File: config.mk
export PLATFORM = sky130hd
export DESIGN_NAME = fetch_queue
export DESIGN_NICKNAME = d
export VERILOG_FILES = /design/src/rtl/fetch_queue.sv
export SDC_FILE = /design/constraint.sdc
export NUM_CORES = 1
export LEC_CHECK = 0
export ABC_CLOCK_PERIOD_IN_PS = 7300
export CORE_UTILIZATION = 55
export CTS_CLUSTER_DIAMETER = 120
export DETAILED_ROUTE_END_ITERATION = 7
export PLACE_DENSITY_LB_ADDON = 0.15
export SETUP_SLACK_MARGIN = 0.2
export SLEW_MARGIN = 20
export SYNTH_ARGS = -nofsm -noshare
export SYNTH_HDL_FRONTEND = slang
export SYNTH_SLANG_ARGS = --single-unit
File: constraint.sdc
create_clock -name clk -period 7.3 [get_ports clk]
set_clock_uncertainty 0.05 [all_clocks]
set_input_delay 1.095 -clock clk [delete_from_list [all_inputs] [get_ports clk]]
set_output_delay 1.095 -clock clk [all_outputs]
set_load 0.01 [all_outputs]
File: src/rtl/fetch_queue.sv
`default_nettype none
// ============================================================================
// Module   : fetch_queue
// Purpose  : Instruction-fetch front end. Owns the fetch PC, issues in-order
//            requests to instruction memory, buffers responses in a small
//            circular queue and presents {pc, instr} to decode. Honours the
//            decode stall and drops stale fetches after a branch redirect.
// Revision : 1.0 - initial release
// ============================================================================
module fetch_queue #(
  parameter int PC_W  = 9,
  parameter int INS_W = 32,
  parameter int DEPTH = 2
) (
  input  logic             clk,
  input  logic             reset,
  input  logic             stall,
  input  logic             redirect,
  input  logic [PC_W-1:0]  redirect_pc,
  output logic             imem_req_valid,
  input  logic             imem_req_ready,
  output logic [PC_W-1:0]  imem_req_addr,
  input  logic             imem_rsp_valid,
  input  logic [INS_W-1:0] imem_rsp_data,
  output logic             if_valid,
  output logic [PC_W-1:0]  if_pc,
  output logic [INS_W-1:0] if_instr
);

  localparam int CNT_W = $clog2(DEPTH + 1);
  localparam int PTR_W = (DEPTH > 1) ? $clog2(DEPTH) : 1;

  logic [PC_W-1:0]  fetch_pc_q, fetch_pc_d;
  logic [PC_W-1:0]  rsp_pc_q,   rsp_pc_d;
  logic [CNT_W-1:0] outst_q,    outst_d;
  logic [CNT_W-1:0] drop_q,     drop_d;
  logic [CNT_W-1:0] occ_q,      occ_d;
  logic [PTR_W-1:0] rd_ptr_q,   rd_ptr_d;
  logic [PTR_W-1:0] wr_ptr_q,   wr_ptr_d;
  logic [PC_W-1:0]  out_pc_q,   out_pc_d;
  logic [INS_W-1:0] out_ins_q,  out_ins_d;

  logic [PC_W-1:0]  pc_mem_q  [DEPTH];
  logic [INS_W-1:0] ins_mem_q [DEPTH];

  logic             pop;
  logic             push;
  logic             accept;
  logic             credit;
  logic [CNT_W:0]   inflight;

  function automatic logic [PTR_W-1:0] ptr_inc(input logic [PTR_W-1:0] p);
    return (p == PTR_W'(DEPTH - 1)) ? '0 : p + PTR_W'(1);
  endfunction

  // Credit counts queued plus in-flight fetches, with this cycle's pop
  // already freeing its slot so 1-cycle memory sustains one instr per cycle.
  assign pop            = if_valid & ~stall & ~redirect;
  assign inflight       = {1'b0, occ_q} + {1'b0, outst_q} - {{CNT_W{1'b0}}, pop};
  assign credit         = inflight < (CNT_W + 1)'(DEPTH);
  assign imem_req_valid = credit & ~redirect & ~reset;
  assign imem_req_addr  = fetch_pc_q;
  assign accept         = imem_req_valid & imem_req_ready;
  assign push           = imem_rsp_valid & ~redirect & (drop_q == '0);

  assign if_valid = (occ_q != '0);
  assign if_pc    = out_pc_q;
  assign if_instr = out_ins_q;

  // Next-state for PCs, counters, pointers and the registered head view.
  always_comb begin
    fetch_pc_d = fetch_pc_q;
    rsp_pc_d   = rsp_pc_q;
    drop_d     = drop_q;
    occ_d      = occ_q;
    rd_ptr_d   = rd_ptr_q;
    wr_ptr_d   = wr_ptr_q;
    out_pc_d   = out_pc_q;
    out_ins_d  = out_ins_q;
    outst_d    = outst_q + CNT_W'(accept) - CNT_W'(imem_rsp_valid);

    if (redirect) begin
      // Everything already requested is stale; the response landing now is
      // discarded directly, the rest are counted off as they return.
      fetch_pc_d = redirect_pc;
      rsp_pc_d   = redirect_pc;
      drop_d     = outst_q - CNT_W'(imem_rsp_valid);
      occ_d      = '0;
      rd_ptr_d   = '0;
      wr_ptr_d   = '0;
    end else begin
      if (accept) begin
        fetch_pc_d = fetch_pc_q + PC_W'(4);
      end
      if (imem_rsp_valid && (drop_q != '0)) begin
        drop_d = drop_q - CNT_W'(1);
      end
      if (push) begin
        rsp_pc_d = rsp_pc_q + PC_W'(4);
        wr_ptr_d = ptr_inc(wr_ptr_q);
      end
      if (pop) begin
        rd_ptr_d = ptr_inc(rd_ptr_q);
      end
      occ_d = occ_q + CNT_W'(push) - CNT_W'(pop);
    end

    // Outputs track the head entry; if the entry is being written this very
    // cycle, forward the incoming response. Empty queue holds the last value.
    if (occ_d != '0) begin
      if (push && (wr_ptr_q == rd_ptr_d)) begin
        out_pc_d  = rsp_pc_q;
        out_ins_d = imem_rsp_data;
      end else begin
        out_pc_d  = pc_mem_q[rd_ptr_d];
        out_ins_d = ins_mem_q[rd_ptr_d];
      end
    end
  end

  // Control state register with synchronous reset.
  always_ff @(posedge clk) begin
    if (reset) begin
      fetch_pc_q <= '0;
      rsp_pc_q   <= '0;
      outst_q    <= '0;
      drop_q     <= '0;
      occ_q      <= '0;
      rd_ptr_q   <= '0;
      wr_ptr_q   <= '0;
      out_pc_q   <= '0;
      out_ins_q  <= '0;
    end else begin
      fetch_pc_q <= fetch_pc_d;
      rsp_pc_q   <= rsp_pc_d;
      outst_q    <= outst_d;
      drop_q     <= drop_d;
      occ_q      <= occ_d;
      rd_ptr_q   <= rd_ptr_d;
      wr_ptr_q   <= wr_ptr_d;
      out_pc_q   <= out_pc_d;
      out_ins_q  <= out_ins_d;
    end
  end

  // Queue storage; contents are only meaningful under the occupancy count.
  always_ff @(posedge clk) begin
    if (push && !reset) begin
      pc_mem_q[wr_ptr_q]  <= rsp_pc_q;
      ins_mem_q[wr_ptr_q] <= imem_rsp_data;
    end
  end

  a_no_overflow : assert property (@(posedge clk) disable iff (reset)
    !(push && !pop && (occ_q == CNT_W'(DEPTH))));

  a_rsp_expected : assert property (@(posedge clk) disable iff (reset)
    !(imem_rsp_valid && (outst_q == '0)));

endmodule
`default_nettype wire

==> flow_summary.ini <==
[floorplan]
ioPinCount = 99
die_w_um = 109
core_um2 = 11000
start_util_pct = 57.1
fp.dieArea_um2 = 11800
die_h_um = 109
rows = 38

[global_routing]
grt_pass1_wl_um = 19900
track_usage_pct = 22.7
grt_pass1_vias = 4010
grt_max_degree = 66
antenna_found_initial = 0
overflow = 0

[critical_path]
endpoint_kind = output port
cp_max_fo = 24
path_class = primary input to output port
worstPathBufferInverterCount = 3
crit_path_cell_trace = clkdlybuf4s50_1 -> inv_1 -> and2_1 -> ha_1 -> nand2b_1 -> fa_1 -> xor2_1 -> and3_1 -> clkdlybuf4s50_1
crit_required_ns = 6.15
cp_slowest_cell = clkdlybuf4s50_1
cp_top_family = buffers and inverters
crit_top_cell = clkdlybuf4s50_1
arrival_ns = 4.74
slowest_delay_ns = 0.86
start_kind = primary input

[clock_tree]
post-cts-setup-buffers = 0
tritoncts = built
cts-buffers-inserted = 17
clockBufferDepth = 2
htreeDepth = 4
clk_latency_ns = 0.42
hold_buffers = 0
path_clk_slew_ns = 0.05
cts_resized = 0
clock-sinks = 149
clock-root-buffer = clkbuf_16

[detailed_routing]
drt-total-wl_um = 12800
drt-vias-per-instance = 5.62
detailroute.via_count = 4031
final_antenna_net_count = 0
drc = 0
wl_per_cell_um = 17.8
drt-initial-drc-count = 231
drt_pass1_iterations = 5

[place]
postPlaceCellArea_um2 = 7290
portBuffers = 98
dp_slack_ns = 1.47
dp.cells = 684
place_congestion = 0.857
dp_hpwl_um = 7490

[power]
p_clk_share_pct = 44.4
p_leak_uw = 0.00315
p_comb_share_pct = 10.5
swShare_pct = 21.7
irDropWorstVdd_v = 0.000253
power_density_nw_per_um2 = 265
p_int_uw = 1650
p_switching_uw = 458
power_frac_seq_pct = 45.0

[yosys]
synth_edf_count = 82
synth_area_per_cell_um2 = 13.3
synth-seq-area-share_pct = 60.7
synth_ff_type = edfxtp_1
synth_top_area_share_pct = 39.3
syn_inst = 471
synth_area_leaders = edfxtp_1 39%, dfxtp_1 21%, mux2i_1 7.2%
ys_seq_elements = 149
synthArstFlopShare_pct = 0
syn_nets = 529
post_synth_num_cell_types = 47
syn-cell-area_um2 = 6270
synth_largest_area_cell = edfxtp_1
synth_warnings = 0

[cells_and_area]
nNetsFinal = 622
fin_cells = 717
final_cell_area_um2 = 7960
multi_input_area_um2 = 2120
area_growth_pct = 27.1
layout.cells.most_common = clkdlybuf4s50_1
regArea_um2 = 3800
num-fill-cells = 742
layout_common_cells = 97 x clkdlybuf4s50_1, 82 x edfxtp_1, 67 x dfxtp_1, 53 x inv_1, 45 x mux2i_1
diodes = 0
layout-drive-gt1-share_pct = 12.0

[timing]
worst_slew_pin_slew_ns = 1.07
hold_viol = 0
slew_violations = 0
max_freq_mhz = 170
finalSetupViolCount = 0
fin_hold_ws_ns = 0.417
setup_slack_ns = 1.42
maxSlewHeadroom_pct = 28.9
timing.final.crit_share_pct = 80.6
fin_crit_ns = 5.88
rsz0062_at_grt = false
fin_setup_tns_ns = 0

[flow_run]
cap_violations = 0

[hold_path]
hp-class = register to register

[run_status]
status = completed
-- cells by family (layout without fill, tap and decap cells) --
kind of cell             Yosys count  in the layout  synth area share [%]
flip-flops                       149            149                  60.7
AND/OR/NAND/NOR                   92             92                  9.28
buffers and inverters             82            188                  6.03
AO/OA/AOI/OAI                     75             75                  11.4
multiplexers                      46             46                  7.55
XOR/XNOR                          16             16                  2.72
adder cells (fa/ha/maj)           11             11                  2.32
-- tightest hold or removal path, stage by stage (launching register included) --
cell	delay, ns
dfxtp_1	0.31
nand2_1	0.05
a21oi_1	0.06
-- per-stage QoR --
| step | utilization, % | power (µW) |
|---|---|---|
| 4_1_cts | 72.3 | 2120 |
| 3_5_place_dp | 66.4 | 1190 |
| 2_1_floorplan | - | 1090 |
| 6_report | 72.5 | 2110 |
| 5_1_grt | 72.5 | 2180 |
| 3_3_place_gp | 66.4 | 1180 |
-- worst paths after layout --
check / slack (ns) / cells past startpoint / startpoint / to
worst max-delay path: 1.42 / 9 / redirect / imem_req_valid
worst min-delay path: 0.42 / 2 / imem_req_addr[1] / imem_req_addr[1]
worst max register to register: 4.01 / 12 / drop_q[0] / if_instr[23]
worst min register to register: 0.42 / 2 / imem_req_addr[1] / imem_req_addr[1]
-- layer usage --
metal | up-vias | share of wire [%] | global-route usage, %
li1 | 1934 | - | -
met2 | 117 | 49 | 36.9
met3 | 11 | 5.0 | 6.81
met4 | 0 | 0.87 | 6.47
met1 | 1969 | 45 | 29.5
met5 | - | 0 | 0
-- state kept, by name, summed over array words and instances (netlist names) --
name           flops
drop_q             2
if_instr          32
if_pc              9
occ_q              2
imem_req_addr      9
ins_mem_q         64
pc_mem_q          18
wr_ptr_q           1
rd_ptr_q           1
rsp_pc_q           9
outst_q            2
-- cell type report --
class,count,share of cell area [%]
Multi-Input combinational cell,240,26.6
Timing Repair Buffer,102,12.8
Inverter,54,2.55
Sequential cell,149,47.8
Tap cell,140,2.20
Clock inverter,14,2.58
Clock buffer,18,5.52
-- cell usage after synthesis (2+ instances only) --
master	instances
edfxtp_1	82
dfxtp_1	67
inv_1	53
mux2i_1	45
nand3b_1	41
o221ai_1	21
o221ai_2	20
nand2_1	13
clkbuf_1	12
a21oi_1	10
ha_1	10
xnor2_1	9
buf_2	8
buf_6	8
nor2_1	8
a21boi_0	6
and2_1	6
nand3_1	5
xor2_1	5
a211oi_1	4
and3_1	4
nand2b_1	3
o22ai_1	3
nor2b_1	2
o21ai_1	2
o31a_1	2
or3_1	2
-- power groups by stage --
stage               registers, µW  logic, µW  clock network, µW
floorplan                     969        116                  0
finish                        949        222                936
detailed placement            966        220                  0
global route                  952        242                988
global placement              964        214                  0
CTS                           948        222                952
Note: power is estimated with default switching activity, not from simulation.
